**src/rtl/page_table_lookup_pkg.sv**
```systemverilog
// Shared types for the page-table search engine: FSM state encoding and index sizing.
package page_table_lookup_pkg;

  typedef enum logic [1:0] {
    ST_IDLE   = 2'd0,
    ST_SEARCH = 2'd1,
    ST_DONE   = 2'd2
  } pt_state_e;

  // Index width for a table of the given depth (depth is always >= 2).
  function automatic int pt_idx_w(input int entries);
    return (entries > 1) ? $clog2(entries) : 1;
  endfunction

endpackage

```
**src/rtl/pt_sat_counter.sv**
```systemverilog
// Saturating up-counter for lookup statistics; sticks at all-ones.
module pt_sat_counter #(
  parameter int W = 16
) (
  input  logic         clk,
  input  logic         rst_n,
  input  logic         inc,
  output logic [W-1:0] count
);

  always_ff @(posedge clk or negedge rst_n) begin
    if (!rst_n) begin
      count <= '0;
    end else if (inc && (count != {W{1'b1}})) begin
      count <= count + W'(1);
    end
  end

endmodule

```
**src/rtl/page_table_lookup.sv**
```systemverilog
// Page-table search engine: scans a register-array table one entry per clock and
// returns the first valid VPN match or a miss fault, with saturating hit/miss stats.
module page_table_lookup
  import page_table_lookup_pkg::*;
#(
  parameter int VPN_W   = 4,
  parameter int PPN_W   = 4,
  parameter int ENTRIES = 8,
  parameter int CNT_W   = 16
) (
  input  logic                         clk,
  input  logic                         rst_n,
  input  logic                         LOOKUP_RQST,
  input  logic [VPN_W-1:0]             LOOKUP_ADDR,
  output logic                         LOOKUP_BUSY,
  output logic                         LOOKUP_COMPLETE,
  output logic                         LOOKUP_HIT,
  output logic [VPN_W+PPN_W-1:0]       LOOKUP_RETURN,
  input  logic                         LOAD_EN,
  input  logic [pt_idx_w(ENTRIES)-1:0] LOAD_IDX,
  input  logic                         LOAD_VALID,
  input  logic [VPN_W-1:0]             LOAD_VPN,
  input  logic [PPN_W-1:0]             LOAD_PPN,
  input  logic                         INVALIDATE_ALL,
  output logic [CNT_W-1:0]             HIT_COUNT,
  output logic [CNT_W-1:0]             MISS_COUNT
);

  localparam int                IDX_W    = pt_idx_w(ENTRIES);
  localparam logic [IDX_W-1:0]  LAST_IDX = IDX_W'(ENTRIES - 1);

  typedef struct packed {
    logic             valid;
    logic [VPN_W-1:0] vpn;
    logic [PPN_W-1:0] ppn;
  } pt_entry_t;

  // Table storage: valid bits reset, payload fields do not.
  logic [ENTRIES-1:0] valid_q;
  logic [VPN_W-1:0]   vpn_q [ENTRIES];
  logic [PPN_W-1:0]   ppn_q [ENTRIES];
  logic [ENTRIES-1:0] load_sel;

  pt_state_e                state_q, state_d;
  logic [IDX_W-1:0]         idx_q, idx_d;
  logic [VPN_W-1:0]         req_vpn_q, req_vpn_d;
  logic [VPN_W+PPN_W-1:0]   ret_q, ret_d;
  logic                     hit_q, hit_d;
  logic                     complete_q, complete_d;
  logic                     busy_q, busy_d;
  pt_entry_t                cur;
  logic                     match;
  logic                     hit_inc, miss_inc;

  // Out-of-range load indices decode to no entry and are dropped.
  always_comb begin
    load_sel = '0;
    for (int i = 0; i < ENTRIES; i++) begin
      load_sel[i] = LOAD_EN && (LOAD_IDX == IDX_W'(i));
    end
  end

  always_ff @(posedge clk or negedge rst_n) begin
    if (!rst_n) begin
      valid_q <= '0;
    end else begin
      for (int i = 0; i < ENTRIES; i++) begin
        if (load_sel[i]) begin
          valid_q[i] <= LOAD_VALID;
        end else if (INVALIDATE_ALL) begin
          valid_q[i] <= 1'b0;
        end
      end
    end
  end

  always_ff @(posedge clk) begin
    for (int i = 0; i < ENTRIES; i++) begin
      if (load_sel[i]) begin
        vpn_q[i] <= LOAD_VPN;
        ppn_q[i] <= LOAD_PPN;
      end
    end
  end

  // Entry under comparison reflects table contents before this cycle's edge.
  always_comb begin
    cur = '0;
    for (int i = 0; i < ENTRIES; i++) begin
      if (idx_q == IDX_W'(i)) begin
        cur = '{valid: valid_q[i], vpn: vpn_q[i], ppn: ppn_q[i]};
      end
    end
  end

  assign match = cur.valid && (cur.vpn == req_vpn_q);

  always_comb begin
    state_d    = state_q;
    idx_d      = idx_q;
    req_vpn_d  = req_vpn_q;
    ret_d      = ret_q;
    hit_d      = hit_q;
    complete_d = 1'b0;
    unique case (state_q)
      ST_IDLE: begin
        if (LOOKUP_RQST) begin
          req_vpn_d = LOOKUP_ADDR;
          idx_d     = '0;
          state_d   = ST_SEARCH;
        end
      end
      ST_SEARCH: begin
        if (match) begin
          ret_d      = {cur.vpn, cur.ppn};
          hit_d      = 1'b1;
          complete_d = 1'b1;
          state_d    = ST_DONE;
        end else if (idx_q == LAST_IDX) begin
          ret_d      = {req_vpn_q, {PPN_W{1'b0}}};
          hit_d      = 1'b0;
          complete_d = 1'b1;
          state_d    = ST_DONE;
        end else begin
          idx_d = idx_q + IDX_W'(1);
        end
      end
      ST_DONE: begin
        state_d = ST_IDLE;
      end
      default: begin
        state_d = ST_IDLE;
      end
    endcase
    busy_d = (state_d != ST_IDLE);
  end

  always_ff @(posedge clk or negedge rst_n) begin
    if (!rst_n) begin
      state_q    <= ST_IDLE;
      idx_q      <= '0;
      req_vpn_q  <= '0;
      ret_q      <= '0;
      hit_q      <= 1'b0;
      complete_q <= 1'b0;
      busy_q     <= 1'b0;
    end else begin
      state_q    <= state_d;
      idx_q      <= idx_d;
      req_vpn_q  <= req_vpn_d;
      ret_q      <= ret_d;
      hit_q      <= hit_d;
      complete_q <= complete_d;
      busy_q     <= busy_d;
    end
  end

  assign LOOKUP_BUSY     = busy_q;
  assign LOOKUP_COMPLETE = complete_q;
  assign LOOKUP_HIT      = hit_q;
  assign LOOKUP_RETURN   = ret_q;

  assign hit_inc  = (state_q == ST_DONE) && hit_q;
  assign miss_inc = (state_q == ST_DONE) && !hit_q;

  pt_sat_counter #(.W(CNT_W)) u_hit_cnt (
    .clk   (clk),
    .rst_n (rst_n),
    .inc   (hit_inc),
    .count (HIT_COUNT)
  );

  pt_sat_counter #(.W(CNT_W)) u_miss_cnt (
    .clk   (clk),
    .rst_n (rst_n),
    .inc   (miss_inc),
    .count (MISS_COUNT)
  );

endmodule
```
**config.mk**
```make
export PLATFORM = sky130hd
export DESIGN_NAME = page_table_lookup
export DESIGN_NICKNAME = d
export VERILOG_FILES = /design/src/rtl/page_table_lookup_pkg.sv /design/src/rtl/pt_sat_counter.sv /design/src/rtl/page_table_lookup.sv
export SDC_FILE = /design/constraint.sdc
export NUM_CORES = 1
export LEC_CHECK = 0
export ABC_AREA = 1
export ABC_CLOCK_PERIOD_IN_PS = 3000
export BUFFER_PORTS_ARGS = -buffer_cell sky130_fd_sc_hd__clkbuf_2
export CORE_ASPECT_RATIO = 1.1
export CORE_UTILIZATION = 55
export CTS_CLUSTER_SIZE = 24
export DETAILED_ROUTE_END_ITERATION = 8
export HOLD_SLACK_MARGIN = 0.1
export PLACE_DENSITY = 0.77
export SYNTH_ARGS = -nofsm -noshare
export SYNTH_HDL_FRONTEND = slang
export SYNTH_SLANG_ARGS = --single-unit
```
**constraint.sdc**
```tcl
create_clock -name clk -period 3 [get_ports clk]
set_clock_uncertainty 0.2 [all_clocks]
set_input_delay 0.3 -clock clk [delete_from_list [all_inputs] [get_ports clk]]
set_output_delay 0.3 -clock clk [all_outputs]
set_load 0.005 [all_outputs]
```
==> impl_metrics.json, run 1 <==
{
  "status": "finished, violations left",
  "violations": "DRC",
  "min_period_over_period": 0.935,
  "route.detailed.drc": 9,
  "tightest_slew_ns": 0.986,
  "maxSlewViolCount": 0,
  "r2r_end": "LOOKUP_RETURN[1]$_DFFE_PN0P_",
  "ys_top_cells_by_count": "nand2_1 (145), edfxtp_1 (64), dfrtp_1 (60)",
  "clkSlewWorstSetupHoldPaths_ns": 0.06,
  "power.leakage_nw": 3.13,
  "n_fill_cell": 736,
  "port_buffers": 63,
  "hold_viol_final": 0,
  "utilization": 0.685,
  "crit_path_end": "LOOKUP_RETURN[1]$_DFFE_PN0P_",
  "row_count": 38,
  "ir_drop_v": 0.000527,
  "synthCells": 553,
  "yosysWarnings": 0,
  "period_minus_slack_ns": 2.80,
  "dieArea_um2": 10600,
  "crit_type": "register to register",
  "first_pass_iters": 9,
  "ys_seq_area_frac": 0.612,
  "fmax_mhz": 357,
  "via_per_inst": 5.20,
  "floorplan.initialDensity": 0.565,
  "n_antenna_cell": 0,
  "yosys.area.top_type": "edfxtp_1",
  "clk_latency_ns": 0.52,
  "die-width_um": 98.1,
  "place_congestion": 0.814,
  "cp_data_required_time_ns": 3.21,
  "r2r_slack_ns": 0.20,
  "cts_tree": "yes",
  "cellPowerDensity_nw_per_um2": 846,
  "synth.net_count": 582,
  "synth_most_common_cell": "nand2_1",
  "ys.flop_type": "edfxtp_1",
  "r2r-start": "idx_q[2]$_DFFE_PN0P_",
  "synth_cell_types": 36,
  "nets": 677,
  "async_reset_ff_frac": 0.484,
  "multi_input_area_um2": 1890,
  "dieHeight_um": 108,
  "drive_above_1_share": 0.204,
  "slew-limit-headroom": 0.340,
  "synth_area_um2": 5590,
  "fin_tns_setup_ns": 0,
  "antenna_found_initial": 0,
  "synth_top_area_frac": 0.344,
  "critPathLaunchType": "register",
  "min_path_type": "primary input to register",
  "ant_nets": 0,
  "cts_buffers": 17,
  "rsz0062_at_grt": "false",
  "cap_violations": 0,
  "ys_seq_elements": 124,
  "reg2regPathDepth": 9,
  "grt_overflow": 0,
  "ff_latch_area_um2": 3420,
  "grt_pass1_vias": 4035,
  "grt_start_max_net_pins": 61,
  "design.core.area_um2": 9890,
  "grt_pass1_wl_mm": 18.7,
  "num_io_pins": 64,
  "root_buffer": "clkbuf_8",
  "clock_sinks": 124,
  "worstPathMaxFanout": 15,
  "setup_viol": 0,
  "drtIter0Drc": 293,
  "hpwl_mm": 7.68,
  "syn_avg_cell_area_um2": 10.1,
  "grt_use_total": 0.234,
  "crit_arrival_ns": 3.01,
  "area_delta_synth_final_pct": 21.3,
  "wire_per_inst_um": 14.6,
  "postRouteWirelength_mm": 11.4,
  "synth_area_leaders": "edfxtp_1 (34%), dfrtp_1 (27%), nand2_1 (9.7%)",
  "synth-edff-count": 64,
  "via_count": 4064,
  "worst_setup_path_end_kind": "register",
  "cts_max_level": 4,
  "startpoint": "idx_q[2]$_DFFE_PN0P_",
  "fin_area_um2": 6780,
  "clk_path_buf_depth": 2,
  "post-cts-setup-buffers": 0,
  "dpl_cell_area_um2": 6020
}
[per-stage QoR]
stage | setup WS [ns] | power, mW | instances | hold slack (ns)
6_report | 0.196 | 5.73 | 781 | 0.162
5_1_grt | 0.0116 | 6.09 | 781 | 0.204
4_1_cts | 0.162 | 5.77 | 781 | 0.148
3_5_place_dp | 0.191 | 3.77 | 731 | 0.291
3_3_place_gp | 0.314 | 3.71 | 731 | 0.281
2_1_floorplan | 0.615 | 3.33 | 553 | -0.196
[cell families (layout without fill, tap and decap cells)]
kind of cell               Yosys count  count (layout)  synth area share
buffers and inverters               66             174            0.0495
and+or+nand+nor                    294             294             0.238
adders and majority gates            8               8            0.0179
DFF                                124             124             0.612
xor gates and xnor gates            28              28            0.0439
muxes                                4               4           0.00806
AOI/OAI and AO/OA                   29              29            0.0307
[worst max-delay path: stages, from the launching register on]
cell     delay [ns]
dfrtp_1        0.58
ha_1           0.41
inv_1          0.31
or2_2          0.36
nand2_1        0.09
nor2_1         0.05
nor2_2         0.19
nand4_2        0.27
nand3_1        0.17
nand2_1        0.07
[layer usage]
metal / GRT usage / part of all wire / vias to the layer above / routed length [um]
li1: - / - / 2000 / -
met5: 0 / 0 / - / 0
met3: 0.0675 / 0.037 / 21 / 423
met1: 0.272 / 0.42 / 1934 / 4820
met2: 0.409 / 0.52 / 109 / 5890
met4: 0.0909 / 0.021 / 0 / 243
[worst min-delay path by stage]
| stage | end | startpoint | depth (start not counted) | slack [ns] |
|---|---|---|---|---|
| global placement | u_hit_cnt.count[11]$_DFFE_PN0P_ | u_hit_cnt.count[11]$_DFFE_PN0P_ | 1 | 0.28 |
| detailed placement | u_miss_cnt.count[9]$_DFFE_PN0P_ | u_miss_cnt.count[9]$_DFFE_PN0P_ | 1 | 0.29 |
| finish | vpn_q[0][13]$_DFFE_PP_ | LOAD_IDX[1] | 3 | 0.16 |
| floorplan | LOOKUP_BUSY$_DFF_PN0_ | rst_n | 0 | -0.20 |
| global route | ppn_q[0][14]$_DFFE_PP_ | LOAD_IDX[1] | 3 | 0.20 |
| CTS | ppn_q[0][15]$_DFFE_PP_ | LOAD_IDX[1] | 3 | 0.15 |
[repair_timing]
item                                    4_1_cts  5_1_grt
hold buffers                                 18        0
resized for setup                             0        1
endpoints found under the setup margin        0        8
endpoints found under the hold margin       138        0
[power breakdown]
group	leakage, nW	internal, mW	total [mW]	switching (mW)
logic	1.48	0.611	1.67	1.06
registers	1.38	1.97	2.11	0.140
clock network	0.263	1.20	1.96	0.756
total	3.13	3.78	5.73	1.95
[cell usage in the layout (no fill, tap or decap), types with 6 or more instances in the layout]
| cell | instances |
|---|---|
| edfxtp_1 | 64 |
| clkbuf_16 | 16 |
| nand3_1 | 51 |
| or2_2 | 11 |
| nand4_1 | 7 |
| dlygate4sd3_1 | 18 |
| inv_1 | 52 |
| ha_1 | 7 |
| dfrtp_1 | 60 |
| xnor2_1 | 8 |
| nor3_1 | 7 |
| nor2_1 | 51 |
| nand2_1 | 145 |
| o21ai_0 | 13 |
| xor2_1 | 20 |
| clkinvlp_4 | 6 |
| clkbuf_2 | 63 |
[layout make-up]
class / instances / area share
flip-flops and latches: 124 / 0.505
multi-input cells: 363 / 0.279
repair buffers: 84 / 0.0764
clock buffers: 18 / 0.0631
inverters: 58 / 0.0329
well taps: 120 / 0.0221
clock inverters: 14 / 0.0214
[registers in the layout, indices dropped and copies added (netlist names)]
signal and cells:
u_miss_cnt.count 16, vpn_q 32, LOOKUP_BUSY 1, LOOKUP_HIT 1, u_hit_cnt.count 16, req_vpn_q 4
idx_q 3, LOOKUP_COMPLETE 1, valid_q 8, ppn_q 32, LOOKUP_RETURN 8, state_q 2
(Power assumes the default switching activity.)
==> run 2, diff against run 1 <==
--- a/config.mk
+++ b/config.mk
@@ -5,7 +5,6 @@
 export SDC_FILE = /design/constraint.sdc
 export NUM_CORES = 1
 export LEC_CHECK = 0
-export ABC_AREA = 1
 export ABC_CLOCK_PERIOD_IN_PS = 3000
 export BUFFER_PORTS_ARGS = -buffer_cell sky130_fd_sc_hd__clkbuf_2
 export CORE_ASPECT_RATIO = 1.1
==> impl_metrics.json, run 2 <==
{
  "via_count": 4324,
  "power.leakage_nw": 3.11,
  "min_period_over_period": 1.04,
  "synth_top_area_frac": 0.336,
  "ys_seq_elements": 124,
  "floorplan.initialDensity": 0.572,
  "cp_data_required_time_ns": 3.21,
  "first_pass_iters": 5,
  "utilization": 0.745,
  "die-width_um": 99.2,
  "synthCells": 494,
  "violations": "setup timing",
  "clock_sinks": 124,
  "maxSlewViolCount": 0,
  "totalPowerFinal_mw": 6.99,
  "layout_commonest_cell": "edfxtp_1",
  "postRouteWirelength_mm": 13.4,
  "row_count": 38,
  "crit_type": "register to register",
  "status": "finished, violations left",
  "slew-limit-headroom": 0.278,
  "worst_setup_path_end_kind": "register",
  "cpPeakStageDelay_ns": 0.44,
  "wl_met1_mm": 5.45,
  "yosysWarnings": 0,
  "clkSlewWorstSetupHoldPaths_ns": 0.06,
  "path_delay_family": "simple AND/OR/NAND/NOR gates",
  "dpl_cell_area_um2": 6250,
  "ys.flop_type": "edfxtp_1",
  "fin_cells": 747,
  "grt_overflow": 0,
  "ys_top_cells_by_count": "edfxtp_1 (64), dfrtp_1 (60), nand2_1 (58)",
  "place_congestion": 0.877,
  "async_reset_ff_frac": 0.484,
  "synth.net_count": 523,
  "top_layer_used": "met4",
  "grt_start_max_net_pins": 39,
  "cellPowerDensity_nw_per_um2": 939,
  "ir_drop_v": 0.000509,
  "num_io_pins": 64,
  "crit_chain": "inv_2 -> ha_4 -> nor2b_1 -> o211a_1 -> o32ai_2 -> nor4_4 -> nand4_4 -> a21oi_4 -> mux2_4",
  "whs_ns": 0.122,
  "drive_above_1_share": 0.281,
  "cts_tree": "yes",
  "r2r_slack_ns": -0.12,
  "period_minus_slack_ns": 3.12,
  "biggestRegsByFlops": "ppn_q x32, vpn_q x32",
  "clk_path_buf_depth": 2,
  "cap_violations": 0,
  "min_path_type": "primary input to register",
  "drtIter0Drc": 319,
  "syn_avg_cell_area_um2": 11.6,
  "ant_nets": 0,
  "rsz0062_at_grt": "true",
  "cts_max_level": 4,
  "dp_cells": 680,
  "grt_pass1_vias": 4267,
  "grt_pass1_wl_mm": 20.1,
  "ys_seq_area_frac": 0.599,
  "synth-edff-count": 64,
  "via_per_inst": 5.79,
  "worst_slack_ns": -0.118,
  "hold_viol_final": 0,
  "route.detailed.drc": 0,
  "synth_area_um2": 5710,
  "dieHeight_um": 109,
  "crit_arrival_ns": 3.33,
  "yosys.area.top_type": "edfxtp_1",
  "grt_use_total": 0.247,
  "dr_wl_met3_um": 702,
  "design.core.area_um2": 9980,
  "synth_area_leaders": "edfxtp_1 (34%), dfrtp_1 (26%), nand2_1 (3.8%)",
  "root_buffer": "clkbuf_8",
  "synth_most_common_cell": "edfxtp_1",
  "n_antenna_cell": 0,
  "synth_cell_types": 61,
  "area_delta_synth_final_pct": 30.2,
  "layout_common_cells": "edfxtp_1 (64), clkbuf_2 (63), dfrtp_1 (58), nand2_1 (58)",
  "antenna_found_initial": 0,
  "port_buffers": 63,
  "cp_slowest_cell": "dfrtp_2",
  "cts_buffers": 17,
  "wire_per_inst_um": 18.0,
  "wl_met2_mm": 6.89,
  "cp_num_buf_inv": 1,
  "clk_latency_ns": 0.53,
  "tightest_slew_ns": 1.08,
  "fin_area_um2": 7440,
  "setup_viol": 8,
  "fmax_mhz": 321,
  "dieArea_um2": 10800,
  "hpwl_mm": 8.41,
  "critPathLaunchType": "register",
  "nets": 643,
  "worstPathMaxFanout": 13
}
## run 2: worst paths after layout
| path | start | to | cells after the start |
|---|---|---|---|
| worst max register to register | idx_q[1]$_DFFE_PN0P_ | LOOKUP_RETURN[4]$_DFFE_PN0P_ | 9 |
| worst min-delay path | LOAD_EN | ppn_q[0][0]$_DFFE_PP_ | 3 |
| min in group asynchronous | rst_n | u_miss_cnt.count[9]$_DFFE_PN0P_ | 2 |
| max in group asynchronous | rst_n | valid_q[3]$_DFFE_PN0P_ | 3 |
| worst max-delay path | idx_q[1]$_DFFE_PN0P_ | LOOKUP_RETURN[4]$_DFFE_PN0P_ | 9 |
| worst min register to register | u_miss_cnt.count[9]$_DFFE_PN0P_ | u_miss_cnt.count[9]$_DFFE_PN0P_ | 1 |
## run 2: report_power, final
group          total [mW]  switching [mW]  internal (mW)
Sequential           2.15           0.179           1.97
Combinational        2.91            1.54           1.37
Clock                1.92           0.702           1.22
Total                6.99            2.42           4.57
## run 2: per-layer routing
layer	vias to the layer above	GRT usage
met5	-	0
met4	0	0.150
met3	38	0.0532
met2	181	0.416
met1	2087	0.292
li1	2018	-
## run 2: area by class of cell
cell class                      instances  area, um^2
Inverter                               24        90.1
Timing Repair Buffer                  123         887
Multi-Input combinational cell        324        2320
Sequential cell                       124        3430
Clock buffer                           28         548
Clock inverter                          4        22.5
Tap cell                              120         150
Fill cell                             651        2540
## run 2: worst min-delay path, stage by stage
cell	delay [ns]
clkbuf_2	0.09
nand2b_1	0.11
nor3_1	0.15
## run 2: cell families (layout without fill, tap and decap cells)
family	after synthesis	in the layout	synth area share
AND/OR/NAND/NOR	173	173	0.153
flip-flops	124	124	0.599
AO/OA/AOI/OAI	103	103	0.124
buffers and inverters	46	179	0.0410
XOR/XNOR	31	31	0.0475
multiplexers	9	9	0.0177
adder cells (fa/ha/maj)	8	8	0.0175
## run 2: through the flow
step	setup TNS, ns	setup slack, ns
6_report	-0.703	-0.118
5_1_grt	-1.19	-0.165
4_1_cts	-0.000326	-0.000326
3_5_place_dp	-1.52	-0.223
3_3_place_gp	-0.281	-0.0524
2_1_floorplan	0	0.00912
## run 2: what timing repair did
item                                    CTS  global route
setup buffers                             4             6
hold buffers                             24             0
endpoints found under the setup margin    9            11
endpoints found under the hold margin   123             0
pin swaps                                 4            20
resized for setup                         8            46
cloned                                    0             1
==> run 3, diff against run 2 <==
--- a/config.mk
+++ b/config.mk
@@ -6,13 +6,13 @@
 export NUM_CORES = 1
 export LEC_CHECK = 0
 export ABC_CLOCK_PERIOD_IN_PS = 3000
-export BUFFER_PORTS_ARGS = -buffer_cell sky130_fd_sc_hd__clkbuf_2
 export CORE_ASPECT_RATIO = 1.1
 export CORE_UTILIZATION = 55
 export CTS_CLUSTER_SIZE = 24
 export DETAILED_ROUTE_END_ITERATION = 8
+export DONT_BUFFER_PORTS = 1
 export HOLD_SLACK_MARGIN = 0.1
-export PLACE_DENSITY = 0.77
+export PLACE_DENSITY = 0.71
 export SYNTH_ARGS = -nofsm -noshare
 export SYNTH_HDL_FRONTEND = slang
 export SYNTH_SLANG_ARGS = --single-unit
==> impl_metrics.json, run 3 (synthesized netlist as in run 2, its figures left out) <==
{
  "clk_path_buf_depth": 2,
  "nets": 594,
  "slew-limit-headroom": 0.357,
  "combPwrFrac": 0.395,
  "cp_num_buf_inv": 3,
  "hpwl_mm": 8.20,
  "crit_chain": "buf_6 -> ha_4 -> buf_12 -> and2_4 -> a21o_1 -> o221ai_1 -> a21oi_2 -> a311oi_2 -> nand4_2 -> buf_6 -> a21oi_4 -> mux2_4",
  "biggestRegsByFlops": "ppn_q x32, vpn_q x32",
  "ant_nets": 0,
  "whs_ns": 0.111,
  "row_count": 38,
  "dpl_cell_area_um2": 5930,
  "cts_buffers": 17,
  "drive_above_1_share": 0.199,
  "fin_tns_setup_ns": -0.380,
  "min_period_over_period": 1.04,
  "grt_pass1_wl_mm": 20.4,
  "fmax_mhz": 320,
  "wire_per_inst_um": 19.2,
  "root_buffer": "clkbuf_8",
  "tightest_slew_ns": 0.961,
  "r2r-start": "idx_q[1]$_DFFE_PN0P_",
  "reg2regPathDepth": 12,
  "num_io_pins": 64,
  "fin_area_um2": 7240,
  "worst_setup_path_end_kind": "register",
  "antenna_found_initial": 0,
  "rsz0062_at_grt": "true",
  "route.detailed.drc": 0,
  "crit_arrival_ns": 3.33,
  "layout_commonest_cell": "edfxtp_1",
  "port_buffers": 0,
  "clkSlewWorstSetupHoldPaths_ns": 0.06,
  "status": "finished, violations left",
  "cellPowerDensity_nw_per_um2": 967,
  "ir_drop_v": 0.000472,
  "worst_slack_ns": -0.123,
  "cpPeakStageDelay_ns": 0.45,
  "pwr-share-seq": 0.310,
  "p_sw_mw": 2.32,
  "internal_power_mw": 4.69,
  "grt_overflow": 0,
  "dp_cells": 617,
  "grt_pass1_vias": 4077,
  "crit_type": "register to register",
  "min_path_type": "primary input to async pin",
  "cap_violations": 0,
  "violations": "setup timing",
  "area_delta_synth_final_pct": 26.8,
  "dieHeight_um": 109,
  "power.leakage_nw": 2.91,
  "design.core.area_um2": 9980,
  "n_antenna_cell": 0,
  "drtIter0Drc": 299,
  "cts_tree": "yes",
  "critPathLaunchType": "register",
  "r2r_slack_ns": -0.12,
  "swShare": 0.331,
  "postRouteWirelength_mm": 13.4,
  "floorplan.initialDensity": 0.572,
  "via_per_inst": 5.85,
  "dieArea_um2": 10800,
  "place_congestion": 0.882,
  "clk_latency_ns": 0.53,
  "p_clk_frac": 0.295,
  "cp_slowest_cell": "dfrtp_2",
  "hold_viol_final": 0,
  "setup_viol": 4,
  "first_pass_iters": 5,
  "die-width_um": 99.2,
  "cts_max_level": 4,
  "fin_cells": 698,
  "via_count": 4082,
  "cp.depth": 12,
  "period_minus_slack_ns": 3.12,
  "cp_data_required_time_ns": 3.21,
  "crit_path_frequent_cell": "buf_6",
  "worstPathMaxFanout": 11,
  "maxSlewViolCount": 0,
  "layout_common_cells": "edfxtp_1 (64), dfrtp_1 (58), nand2_1 (58), dlygate4sd3_1 (31), buf_4 (31)",
  "clock_sinks": 124,
  "grt_start_max_net_pins": 61,
  "path_delay_family": "compound AO/OA/AOI/OAI gates",
  "r2r_end": "LOOKUP_RETURN[4]$_DFFE_PN0P_",
  "grt_use_total": 0.254
}
==> run 3: power groups by stage <==
| stage | combinational [mW] | sequential (mW) | clock (mW) |
|---|---|---|---|
| 5_1_grt | 2.98 | 2.19 | 2.17 |
| 2_1_floorplan | 1.55 | 2.11 | 0 |
| 6_report | 2.77 | 2.17 | 2.07 |
| 4_1_cts | 2.49 | 2.16 | 2.08 |
| 3_3_place_gp | 1.91 | 2.17 | 0 |
| 3_5_place_dp | 1.96 | 2.17 | 0 |
==> run 3: repair_timing <==
item	in CTS	in global routing
hold buffers	32	0
gates resized for setup	34	16
endpoints found under the setup margin	10	12
endpoints found under the hold margin	205	0
pin swaps	14	14
setup buffers	11	4
gates cloned	1	1
==> run 3: final cells by class <==
cell class                 instances  area [um^2]
sequential                       124         3430
fill                             646         2740
multi-input combinational        324         2230
timing repair buffer              74          751
clock buffer                      19          422
clock inverter                    13          174
tap                              120          150
inverter                          24         92.6
==> run 3: through the flow <==
step                setup WS, ns   util  total power, mW
floorplan                0.00912      -             3.66
finish                    -0.123  0.726             7.00
global placement         -0.0574  0.594             4.08
detailed placement        -0.166  0.594             4.14
CTS                      -0.0128  0.712             6.73
global route              -0.254  0.726             7.35
==> run 3: how the worst max path moves through the flow <==
stage	to	slack, ns	from
detailed placement	LOOKUP_RETURN[4]$_DFFE_PN0P_	-0.17	idx_q[0]$_DFFE_PN0P_
CTS	LOOKUP_RETURN[7]$_DFFE_PN0P_	-0.01	idx_q[0]$_DFFE_PN0P_
floorplan	idx_q[1]$_DFFE_PN0P_	0.009	idx_q[2]$_DFFE_PN0P_
global route	LOOKUP_RETURN[7]$_DFFE_PN0P_	-0.25	idx_q[0]$_DFFE_PN0P_
finish	LOOKUP_RETURN[4]$_DFFE_PN0P_	-0.12	idx_q[1]$_DFFE_PN0P_
global placement	LOOKUP_RETURN[4]$_DFFE_PN0P_	-0.06	idx_q[0]$_DFFE_PN0P_
==> run 3: per-layer routing <==
layer  GRT usage  share of wire
met1       0.297           0.40
met2       0.433           0.51
met3      0.0814          0.062
met4       0.109          0.025
met5           0              0
